`config.mk`:
```
export PLATFORM = sky130hd
export DESIGN_NAME = ahb_resp_mux
export DESIGN_NICKNAME = d
export VERILOG_FILES = /design/src/rtl/ahb_resp_mux.sv
export SDC_FILE = /design/constraint.sdc
export NUM_CORES = 1
export LEC_CHECK = 0
export ABC_AREA = 1
export BUFFER_PORTS_ARGS = -buffer_cell sky130_fd_sc_hd__buf_2
export CAP_MARGIN = 20
export CORE_ASPECT_RATIO = 2
export CORE_MARGIN = 3
export CORE_UTILIZATION = 34
export CTS_CLUSTER_DIAMETER = 100
export DETAILED_ROUTE_END_ITERATION = 8
export PLACE_DENSITY = 0.77
export REMOVE_ABC_BUFFERS = 1
export SYNTH_ARGS = -nofsm -noshare
export SYNTH_HDL_FRONTEND = slang
export SYNTH_SLANG_ARGS = --single-unit
```
`constraint.sdc`:
```
create_clock -name HCLK -period 1.4 [get_ports HCLK]
set_input_delay 0.28 -clock HCLK [delete_from_list [all_inputs] [get_ports HCLK]]
set_output_delay 0.28 -clock HCLK [all_outputs]
set_load 0.1 [all_outputs]
```
`src/rtl/ahb_resp_mux.sv`:
```
// AHB data-phase return mux with built-in default slave.
// Tracks the data-phase owner and answers unmapped transfers with a two-cycle ERROR.
module ahb_resp_mux #(
  parameter int unsigned             DATA_W    = 32,
  parameter int unsigned             ERR_CNT_W = 8,
  parameter logic [DATA_W-1:0]       DEF_RDATA = '0
) (
  input  logic                 HCLK,
  input  logic                 HRESETn,
  input  logic                 HSEL_SRAM,
  input  logic                 HSEL_SPLIT,
  input  logic                 HSEL_DEFAULT,
  input  logic [DATA_W-1:0]    HRDATA_SRAM,
  input  logic                 HREADYOUT_SRAM,
  input  logic [1:0]           HRESP_SRAM,
  input  logic [DATA_W-1:0]    HRDATA_SPLIT,
  input  logic                 HREADYOUT_SPLIT,
  input  logic [1:0]           HRESP_SPLIT,
  output logic [DATA_W-1:0]    HRDATA,
  output logic                 HREADY,
  output logic [1:0]           HRESP,
  output logic [ERR_CNT_W-1:0] ERR_CNT
);

  localparam logic [1:0] SEL_NONE  = 2'd0;
  localparam logic [1:0] SEL_SRAM  = 2'd1;
  localparam logic [1:0] SEL_SPLIT = 2'd2;
  localparam logic [1:0] SEL_DEF   = 2'd3;

  localparam logic [1:0] DS_IDLE = 2'd0;
  localparam logic [1:0] DS_ERR1 = 2'd1;
  localparam logic [1:0] DS_ERR2 = 2'd2;

  localparam logic [1:0] RESP_OKAY  = 2'b00;
  localparam logic [1:0] RESP_ERROR = 2'b01;

  logic [1:0]           sel_q, sel_d, sel_in_c;
  logic [1:0]           ds_q, ds_d;
  logic [ERR_CNT_W-1:0] err_cnt_q, err_cnt_d;
  logic                 ds_ready_c;
  logic [1:0]           ds_resp_c;

  // Address-phase select with decoder-violation priority SPLIT > SRAM > DEFAULT
  always_comb begin
    sel_in_c = SEL_NONE;
    if (HSEL_SPLIT)        sel_in_c = SEL_SPLIT;
    else if (HSEL_SRAM)    sel_in_c = SEL_SRAM;
    else if (HSEL_DEFAULT) sel_in_c = SEL_DEF;
  end

  always_comb begin
    sel_d = sel_q;
    if (HREADY) sel_d = sel_in_c;
  end

  // Default-slave response, a pure function of state so HREADY has no loop
  always_comb begin
    ds_ready_c = 1'b1;
    ds_resp_c  = RESP_OKAY;
    case (ds_q)
      DS_ERR1: begin
        ds_ready_c = 1'b0;
        ds_resp_c  = RESP_ERROR;
      end
      DS_ERR2: ds_resp_c = RESP_ERROR;
      default: ;
    endcase
  end

  always_comb begin
    ds_d      = ds_q;
    err_cnt_d = err_cnt_q;
    case (ds_q)
      DS_IDLE: if (HREADY && (sel_in_c == SEL_DEF)) ds_d = DS_ERR1;
      DS_ERR1: begin
        ds_d = DS_ERR2;
        if (err_cnt_q != '1) err_cnt_d = err_cnt_q + ERR_CNT_W'(1);
      end
      DS_ERR2: ds_d = (HREADY && (sel_in_c == SEL_DEF)) ? DS_ERR1 : DS_IDLE;
      default: ds_d = DS_IDLE;
    endcase
  end

  always_ff @(posedge HCLK or negedge HRESETn) begin
    if (!HRESETn) begin
      sel_q     <= SEL_NONE;
      ds_q      <= DS_IDLE;
      err_cnt_q <= '0;
    end else begin
      sel_q     <= sel_d;
      ds_q      <= ds_d;
      err_cnt_q <= err_cnt_d;
    end
  end

  // Master-facing mux; non-selected slaves never reach the outputs
  always_comb begin
    HRDATA = DEF_RDATA;
    HREADY = 1'b1;
    HRESP  = RESP_OKAY;
    case (sel_q)
      SEL_SRAM: begin
        HRDATA = HRDATA_SRAM;
        HREADY = HREADYOUT_SRAM;
        HRESP  = HRESP_SRAM;
      end
      SEL_SPLIT: begin
        HRDATA = HRDATA_SPLIT;
        HREADY = HREADYOUT_SPLIT;
        HRESP  = HRESP_SPLIT;
      end
      SEL_DEF: begin
        HREADY = ds_ready_c;
        HRESP  = ds_resp_c;
      end
      default: ;
    endcase
  end

  assign ERR_CNT = err_cnt_q;

`ifndef SYNTHESIS
  a_hsel_onehot: assert property (@(posedge HCLK) disable iff (!HRESETn)
    HREADY |-> $onehot0({HSEL_SPLIT, HSEL_SRAM, HSEL_DEFAULT}));
`endif

endmodule
```
==> out/qor.txt, run 1 <==
===============================================================================
Status                                                             stopped before the end
Last stage reached                                                 global routing (5_1_grt)
Tool error                                                         [ERROR GRT-0232] Routing congestion too high. Check the congestion heatmap in the GUI.
Post-Synthesis Cells                                                        222
Width of the die                                                        49.7 um
Port Buffers                                                                117
Inserted Clock Buffers                                                        3
Worst endpoint after global-route timing repair                      HRDATA[26]
Area share of the largest cell type after synthesis                       30.0%
Dominant register cell in the synthesized netlist                       dfrtp_1
Largest cells by area after synthesis                              nand2_1 (30%), dfrtp_1 (23%), a21oi_1 (13%)
Sequential-to-total area share from yosys stat                            23.1%
Cell row count                                                               31
Async set-or-reset flop fraction in the synthesized netlist                100%
Worst End Pin Type                                                 primary output
Synthesized area per cell                                              5.86 um2
Flip-flop and latch count after synthesis                                    12
Final weighted congestion of routability-driven global placement          0.875
Count of flip-flops with a built-in enable after synthesis                    0
Area of the mapped netlist                                             1300 um2
Number of buffers on the longest clock path                                   2
Initial core utilization                                                  35.7%
Count of placed standard cells including taps                               393
I/O Pins                                                                    118
Cell type with the highest aggregate area in the netlist                nand2_1
Warning count from the yosys run                                              0
Height of the die                                                       93.4 um
GRT Residual Overflow                                                         3
Clock root cell                                                        clkbuf_8
Half-perimeter wire length after detailed placement                     4.82 mm
Post-Place Setup Slack                                                -0.351 ns
Maximum level of the CTS H-tree                                               1
Total GRT Usage                                                           58.9%
Clock sink total                                                             12
Synth cell types                                                             21
Maximum number of pins on one net before global-route repair                 17
===============================================================================
cells by family after synthesis:
| logic type | synth area share, % |
|---|---|
| simple gates | 40.9 |
| compound gates | 16.0 |
| buf+inv | 9.05 |
| flops | 23.1 |
| fa+ha+maj | 9.62 |
| xor+xnor | 1.35 |
cell usage after synthesis (2+ instances only):
cell	instances
a21oi_1	33
buf_2	8
clkbuf_1	3
dfrtp_1	12
ha_1	10
inv_1	15
nand2_1	104
nand2_2	3
nand3_1	10
nor2_1	7
nor3_1	2
o21ai_0	3
o21ai_1	2
o21ai_2	2
xnor2_1	2
metrics by stage:
stage | area [um2] | util, % | hold WS (ns) | setup TNS (ns)
2_1_floorplan | 1250 | - | -0.0156 | -61.42
4_1_cts | 3330 | 91.2 | 0.314 | -16.36
3_3_place_gp | 2700 | 74.0 | 0.177 | -10.64
3_5_place_dp | 2700 | 74.0 | 0.176 | -11.82
metal layers:
| metal | overflow | track usage [%] |
|---|---|---|
| met1 | 0 | 49.2 |
| met2 | 3 | 84.4 |
| met3 | 0 | 40.4 |
| met4 | 0 | 66.3 |
| met5 | 0 | 0 |
what timing repair did:
item | 4_1_cts
cloned | 5
hold buffers | 1
pin swaps | 9
endpoints found under the setup margin | 39
endpoints found under the hold margin | 12
setup buffers | 4
gates resized for setup | 87
==> run 2, diff against run 1 <==
Settings changed: CORE_ASPECT_RATIO 2 to default, CORE_UTILIZATION 34 to 35, CTS_CLUSTER_DIAMETER 100 to default, PLACE_DENSITY 0.77 to default, PLACE_DENSITY_LB_ADDON from default to 0.15.
Clock period 1.4 ns to 1.82 ns, I/O delays scaled along.
==> run 2 against run 1 <==
Effect of this change: the flow now finishes, with violations (hold timing, setup timing); synthesized area is the same; synthesized cell count did not move.
==> out/qor.txt, run 2 <==
=====================================================================================
DR vias/cell                                                                     6.11
Endpoint required time on the critical path                                   1.46 ns
Post-synthesis to final-layout area growth                                       148%
Most instantiated cells after synthesis                                  nand2_1 (104), a21oi_1 (33), inv_1 (15)
Nature of the critical path startpoint                                           flop
Clock insertion delay at the later pin of the skew report                     0.25 ns
Clock period minus final worst setup slack                                    2.10 ns
Largest cells by area after synthesis                                    nand2_1 (30%), dfrtp_1 (23%), a21oi_1 (13%)
WS Path Type                                                               reg -> out
Final cell count without fillers                                                  394
Category of the worst setup path capture point                           primary output
Setup violators final                                                              35
Port Buffers                                                                      117
Number of buffers on the longest clock path                                         2
RSZ-0062 raised after global routing                                              yes
Clock sink total                                                                   12
Tightest hold margin                                                      -0.00698 ns
Max FFs per register                                                                8
Clock tree from TritonCTS                                                        done
Overall die area                                                             4480 um2
Antenna Diode Count                                                                 0
Warning count from the yosys run                                                    0
Half-perimeter wire length after detailed placement                           4.31 mm
Total GRT Usage                                                                 40.6%
Total negative slack for setup checks                                        -7.23 ns
Period utilisation layout                                                        115%
GRT Residual Overflow                                                               0
Final weighted congestion of routability-driven global placement                0.899
Maximum level of the CTS H-tree                                                     1
I/O Pins                                                                          118
Routed via count                                                                 2408
Worst path arrival time                                                       1.73 ns
Area share of the largest cell type after synthesis                             30.0%
Most frequent cell after synthesis                                            nand2_1
Share of final-layout standard cells stronger than drive strength 1             59.8%
Height of the die                                                             66.9 um
Flip-flop and latch count after synthesis                                          12
Final layout net count                                                            434
Actual transition at the worst max-transition pin                            0.513 ns
Status                                                                   finished with violations
Post-Place Setup Slack                                                     -0.0266 ns
Area of the mapped netlist                                                   1300 um2
Count of placed standard cells including taps                                     378
Initial core utilization                                                        37.5%
Worst-path fanout max                                                              18
Clock root cell                                                              clkbuf_8
Cell type with the highest aggregate area in the netlist                      nand2_1
Sequential-to-total area share from yosys stat                                  23.1%
Top library cells by usage in the layout, fill and taps aside            nand2_1 (83), buf_2 (82), buf_12 (38)
Remaining max-slew budget at the tightest pin                                   66.0%
Count of flip-flops with a built-in enable after synthesis                          0
Synthesized area per cell                                                    5.86 um2
First-pass GRT wire length                                                    13.0 mm
Classification of the worst-slack hold path                               in -> async
Inserted Clock Buffers                                                              3
Worst-path clk slew                                                           0.06 ns
Maximum number of pins on one net before global-route repair                       19
Routed WL per cell                                                            25.4 um
Width of the die                                                              66.9 um
Worst Clk Skew                                                             0.00362 ns
Number of pins with negative max-slew slack in the final report                     0
Vias in the first global route                                                   2370
Violation count after the first detailed-route iteration                          237
Remaining antenna violation count after routing                                     0
Number of violations of the max-capacitance limit                                   0
Number of optimization iterations in the first detailed-route pass                  5
Origin of the worst setup path                                               sel_q[0]
Routed Wire Length                                                            10.0 mm
Min setup slack post-route                                                  -0.277 ns
Initial antenna violation count                                                     0
Drc violations                                                                      0
Highest clock rate                                                            477 MHz
Synth cell types                                                                   21
Post-Synthesis Cells                                                              222
Async set-or-reset flop fraction in the synthesized netlist                      100%
Violations in the final reports                                          hold timing, setup timing
Most frequent standard cell in the layout excluding fill and tap cells        nand2_1
Dominant register cell in the synthesized netlist                             dfrtp_1
Cell row count                                                                     21
CORE AREA                                                                    3470 um2
Final number of hold-violating endpoints                                           12
Post-Route Utilization                                                          92.9%
Worst reg2reg startpoint                                                     sel_q[0]
=====================================================================================
run 2: cell counts after synthesis:
Identical to the previous run, type by type.
run 2: logic make-up (layout without fill, tap and decap cells):
kind of cell             Yosys count  in the layout  synth area share (%)
AND/OR/NAND/NOR                  130            130                  40.9
XOR/XNOR                           2              2                  1.35
adder cells (fa/ha/maj)           10             10                  9.62
flip-flops                        12             12                  23.1
AO/OA/AOI/OAI                     40             40                  16.0
buffers and inverters             28            154                  9.05
run 2: routing by layer:
metal | share of wire (%) | track usage (%) | vias up
li1 | - | - | 961
met1 | 33 | 40.2 | 1129
met2 | 49 | 77.2 | 227
met3 | 8.4 | 7.93 | 91
met4 | 9.8 | 23.3 | 0
met5 | 0 | 0 | -
run 2: stage by stage:
stage	area (um2)	hold slack [ns]
2_1_floorplan	1250	0.0684
3_3_place_gp	2480	0.252
3_5_place_dp	2480	0.255
4_1_cts	3150	0.0000199
5_1_grt	3220	0.00634
6_report	3220	-0.00698
run 2: timing repair:
item	CTS	global route
pin swaps	13	4
cloned	5	1
gates resized for setup	94	11
endpoints found under the setup margin	35	35
setup buffers	4	2
hold buffers	0	0
run 2: final cells by class:
| type | instances | area [um2] |
|---|---|---|
| clock buffers | 4 | 55.1 |
| fillers | 117 | 248 |
| inverters | 17 | 71.3 |
| multi-input cells | 182 | 1350 |
| flip-flops and latches | 12 | 300 |
| well taps | 46 | 57.6 |
| repair buffers | 133 | 1390 |
run 2: path summary, 6_finish.rpt:
path                              end  slack [ns]  depth (start not counted)
setup / recovery             HRESP[0]       -0.28                          8
hold / removal             ERR_CNT[4]      -0.007                          1
setup reg to reg             sel_q[0]        0.07                         11
hold reg to reg               ds_q[1]        0.60                          2
max in group asynchronous  ERR_CNT[7]        1.59                          1
min in group HCLK            sel_q[0]        0.40                          3
run 2: critical path, stage by stage (launching register included):
cell and delay [ns]:
dfrtp_1 0.43, inv_2 0.13, ha_4 0.20, buf_12 0.17, nand2_1 0.08, nand3_1 0.11, nand2_1 0.10, inv_2 0.09
buf_12 0.17
Power of run 2 is not shown: default switching activity piles up to over one toggle a cycle in this logic, so the estimate is an artifact.
==> run 3, diff against run 2 <==
Clock period 1.82 ns to 2.5 ns, I/O delays scaled along.
==> run 3 against run 2 <==
Effect of this change: the run now ends clean; largest cell class unchanged; hold slack better by 0.13 ns; flip-flop and latch count unchanged; non-clock buffer count shrank 13; clock skew fell by 0.0033 ns; cell area shrank 23%; critical path depth shrank 2; sequential share of layout area increased by 2.7 points; register-to-register slack better by 0.80 ns; via count decreased by 25%; wire length is 49% lower.
==> out/qor.txt, run 3 (same netlist as run 2, synthesis figures left out) <==
=====================================================================================
Clock sink total                                                                   12
Worst reg2reg startpoint                                                     sel_q[0]
Port Buffers                                                                      117
Tightest hold margin                                                         0.120 ns
Post-synthesis to final-layout area growth                                      91.9%
Overall die area                                                             4480 um2
Clock root cell                                                              clkbuf_8
Worst Clk Skew                                                            0.000334 ns
DR vias/cell                                                                     4.72
I/O Pins                                                                          118
Final number of hold-violating endpoints                                            0
Highest clock rate                                                            421 MHz
Max FFs per register                                                                8
CORE AREA                                                                    3470 um2
WS Path Type                                                               reg -> out
Final standard cell area without fillers                                     2490 um2
Remaining antenna violation count after routing                                     0
Share of final-layout standard cells stronger than drive strength 1             40.0%
Most frequent standard cell in the layout excluding fill and tap cells        nand2_1
Top library cells by usage in the layout, fill and taps aside            nand2_1 (104), buf_2 (82), buf_12 (35)
Vias in the first global route                                                   1792
Initial antenna violation count                                                     0
Routed Wire Length                                                            5.11 mm
RSZ-0062 raised after global routing                                               no
Width of the die                                                              66.9 um
Status                                                                   finished clean
Inserted Clock Buffers                                                              3
Min setup slack post-route                                                   0.127 ns
Setup violators final                                                               0
Number of optimization iterations in the first detailed-route pass                  5
Total GRT Usage                                                                 24.9%
Maximum number of pins on one net before global-route repair                       36
Half-perimeter wire length after detailed placement                           4.20 mm
Post-Place Setup Slack                                                       0.398 ns
Maximum level of the CTS H-tree                                                     1
Cell row count                                                                     21
Final weighted congestion of routability-driven global placement                0.952
Height of the die                                                             66.9 um
Final layout net count                                                            421
Routed via count                                                                 1798
Nature of the critical path startpoint                                           flop
Category of the worst setup path capture point                           primary output
Clock tree from TritonCTS                                                        done
Endpoint of the worst-slack reg-to-reg timing path                           sel_q[1]
Number of buffers on the longest clock path                                         2
Register-to-register setup slack                                              0.87 ns
Initial core utilization                                                        37.5%
Number of pins with negative max-slew slack in the final report                     0
Remaining max-slew budget at the tightest pin                                   67.6%
Actual transition at the worst max-transition pin                            0.489 ns
First-pass GRT wire length                                                    8.42 mm
Antenna Diode Count                                                                 0
Routed WL per cell                                                            13.4 um
Violation count after the first detailed-route iteration                           89
Endpoint required time on the critical path                                   2.00 ns
Worst-path fanout max                                                              35
GRT Residual Overflow                                                               0
Worst-path clk slew                                                           0.05 ns
Clock period minus final worst setup slack                                    2.37 ns
Classification of the worst-slack hold path                               in -> async
Clock insertion delay at the later pin of the skew report                     0.24 ns
Worst reg2reg path depth                                                            9
Period utilisation layout                                                       94.9%
Post-CTS Resized                                                                    0
Post-cts hold buffer count                                                          0
Post-Route Utilization                                                          71.9%
Dpl cell area                                                                2440 um2
Worst path arrival time                                                       1.87 ns
Post-CTS setup buffers                                                              0
Number of violations of the max-capacitance limit                                   0
Drc violations                                                                      0
=====================================================================================
## run 3: cell count changes in the layout (fill, tap and decap cells not counted), sizes merged
cell | previous run | this run
buf | 132 | 120
clkbuf | 5 | 4
## run 3: worst max-delay path by stage
stage,end,from,cells past startpoint,slack [ns]
floorplan,HRDATA[25],sel_q[0],4,-0.76
global placement,HRDATA[13],sel_q[1],6,0.45
detailed placement,HRDATA[19],sel_q[1],6,0.40
CTS,HRDATA[19],sel_q[1],6,0.12
global route,HRDATA[16],sel_q[1],6,0.003
finish,HRDATA[19],sel_q[1],6,0.13
## run 3: final cells by class
cell class	instances	area [um2]
clock buffer	4	55.1
fill	316	973
inverter	17	66.3
multi-input combinational	182	882
sequential	12	300
tap	46	57.6
timing repair buffer	120	1130
## run 3: worst max-delay path: stages, from the launching register on
cell and delay [ns]:
dfrtp_1 0.39, inv_1 0.10, ha_1 0.16, buf_4 0.33
nand2_1 0.11, a21oi_1 0.29, buf_12 0.22
## run 3: through the flow
step / TNS (ns) / cells
2_1_floorplan: -24.96 / 211
3_3_place_gp: 0 / 377
3_5_place_dp: 0 / 377
4_1_cts: 0 / 381
5_1_grt: 0 / 381
6_report: 0 / 381
## run 3: layer usage
layer / GRT usage [%] / up-vias / wire (um)
li1: - / 925 / -
met1: 27.7 / 794 / 1920
met2: 45.7 / 71 / 2700
met3: 7.59 / 8 / 386
met4: 5.82 / 0 / 102
met5: 0 / - / 0
Power of run 3 is left out for the same reason.
==> run 4, diff against run 3 <==
Settings changed: CORE_AREA from default to 3 3 64 66, CORE_MARGIN 3 to default, CORE_UTILIZATION 35 to default, DIE_AREA from default to 0 0 67 69.
==> run 4 against run 3 <==
Effect of this change: flip-flop and latch count is the same; count of clock-buffer cells in the layout is the same; cell area increased by 0.70%; wire length down 5.9%; cell count up 1.0%; hold slack better by 0.0022 ns; first-iteration DRC count is 26% lower; global-route usage is 3.6 points lower.
==> out/qor.txt, run 4 (same netlist as run 2, synthesis figures left out) <==
=====================================================================================
Worst-path clk slew                                                           0.06 ns
Initial core utilization                                                        35.8%
Vias in the first global route                                                   1803
Number of optimization iterations in the first detailed-route pass                  4
Post-CTS setup buffers                                                              0
Height of the die                                                               69 um
Highest routed metal layer                                                       met4
Port Buffers                                                                      117
Post-CTS Resized                                                                    0
WL met2                                                                       2.46 mm
Antenna Diode Count                                                                 0
Endpoint required time on the critical path                                   2.00 ns
Number of violations of the max-capacitance limit                                   0
Clock period minus final worst setup slack                                    2.26 ns
Initial antenna violation count                                                     0
Total GRT Usage                                                                 21.3%
Final-layout fill cell count                                                      339
I/O Pins                                                                          118
Highest clock rate                                                            442 MHz
Remaining max-slew budget at the tightest pin                                   68.0%
Violation count after the first detailed-route iteration                           66
Classification of the worst-slack hold path                               in -> async
Final weighted congestion of routability-driven global placement                0.781
Worst path arrival time                                                       1.76 ns
Share of final-layout standard cells stronger than drive strength 1             40.4%
Clock sink total                                                                   12
Drc violations                                                                      0
Maximum level of the CTS H-tree                                                     1
Period utilisation layout                                                       90.5%
Met1 Routed Length                                                            1.81 mm
Nature of the critical path startpoint                                           flop
WS Path Type                                                               reg -> out
Post-synthesis to final-layout area growth                                      93.3%
Min setup slack post-route                                                   0.238 ns
Worst Clk Skew                                                             0.00515 ns
Met3 wirelength from detailed routing                                          467 um
Routed via count                                                                 1799
Width of the die                                                                67 um
Worst reg2reg path depth                                                            9
Most frequent standard cell in the layout excluding fill and tap cells        nand2_1
Post-Place Setup Slack                                                       0.476 ns
Remaining antenna violation count after routing                                     0
Cell row count                                                                     22
Number of buffers on the longest clock path                                         2
Routed WL per cell                                                            12.5 um
Post-cts hold buffer count                                                          0
Max FFs per register                                                                8
Inserted Clock Buffers                                                              3
GRT Residual Overflow                                                               0
DR vias/cell                                                                     4.67
Overall die area                                                             4620 um2
Top library cells by usage in the layout, fill and taps aside            nand2_1 (104), buf_2 (82), buf_12 (35)
CORE AREA                                                                    3630 um2
Actual transition at the worst max-transition pin                            0.484 ns
Setup violators final                                                               0
Number of pins with negative max-slew slack in the final report                     0
Worst-path fanout max                                                              25
Final layout net count                                                            423
First-pass GRT wire length                                                    7.89 mm
Status                                                                   finished clean
Routed Wire Length                                                            4.81 mm
Maximum number of pins on one net before global-route repair                       33
Clock root cell                                                              clkbuf_8
Category of the worst setup path capture point                           primary output
Final number of hold-violating endpoints                                            0
Clock tree from TritonCTS                                                        done
RSZ-0062 raised after global routing                                               no
Clock insertion delay at the later pin of the skew report                     0.24 ns
Half-perimeter wire length after detailed placement                           4.14 mm
=====================================================================================
[run 4: changes by cell type in the layout (fill, tap and decap cells not counted)]
cell   previous run  this run
buf_4             3         5
[run 4: area by class of cell]
class	count	area, um2	share of cell area [%]
Timing Repair Buffer	122	1150	45.7
Multi-Input combinational cell	182	882	35.1
Sequential cell	12	300	12.0
Inverter	17	66.3	2.64
Tap cell	48	60.1	2.39
Clock buffer	4	55.1	2.19
[run 4: worst paths after layout]
check,start,to,slack [ns]
max,sel_q[0],HRDATA[0],0.24
min,HRESETn,ERR_CNT[6],0.12
max reg2reg,sel_q[0],sel_q[1],0.94
min reg2reg,ERR_CNT[1],ERR_CNT[1],0.54
max in group asynchronous,HRESETn,sel_q[0],2.16
min in group HCLK,HSEL_DEFAULT,sel_q[0],0.52
[run 4: worst max-delay path, cell delays in order (launching register included)]
cell and delay (ns):
dfrtp_1 0.41, inv_1 0.10, ha_1 0.17, buf_4 0.26
nand2_1 0.09, a21oi_1 0.26, buf_12 0.22
[run 4: layer usage]
layer / track usage [%] / vias up
met2: 37.3 / 68
met3: 8.47 / 6
met5: 0 / -
met1: 23.5 / 800
met4: 4.50 / 0
li1: - / 925
[run 4: through the flow]
stage          hold slack (ns)  std cells  util [%]  cell area, um2  setup TNS [ns]
2_1_floorplan            0.204        211         -            1250          -24.96
3_3_place_gp             0.390        381      67.6            2460               0
3_5_place_dp             0.388        381      67.6            2460               0
4_1_cts                  0.132        385      69.1            2510               0
5_1_grt                  0.141        385      69.1            2510               0
6_report                 0.122        385      69.1            2510               0
Power of run 4 is left out for the same reason.
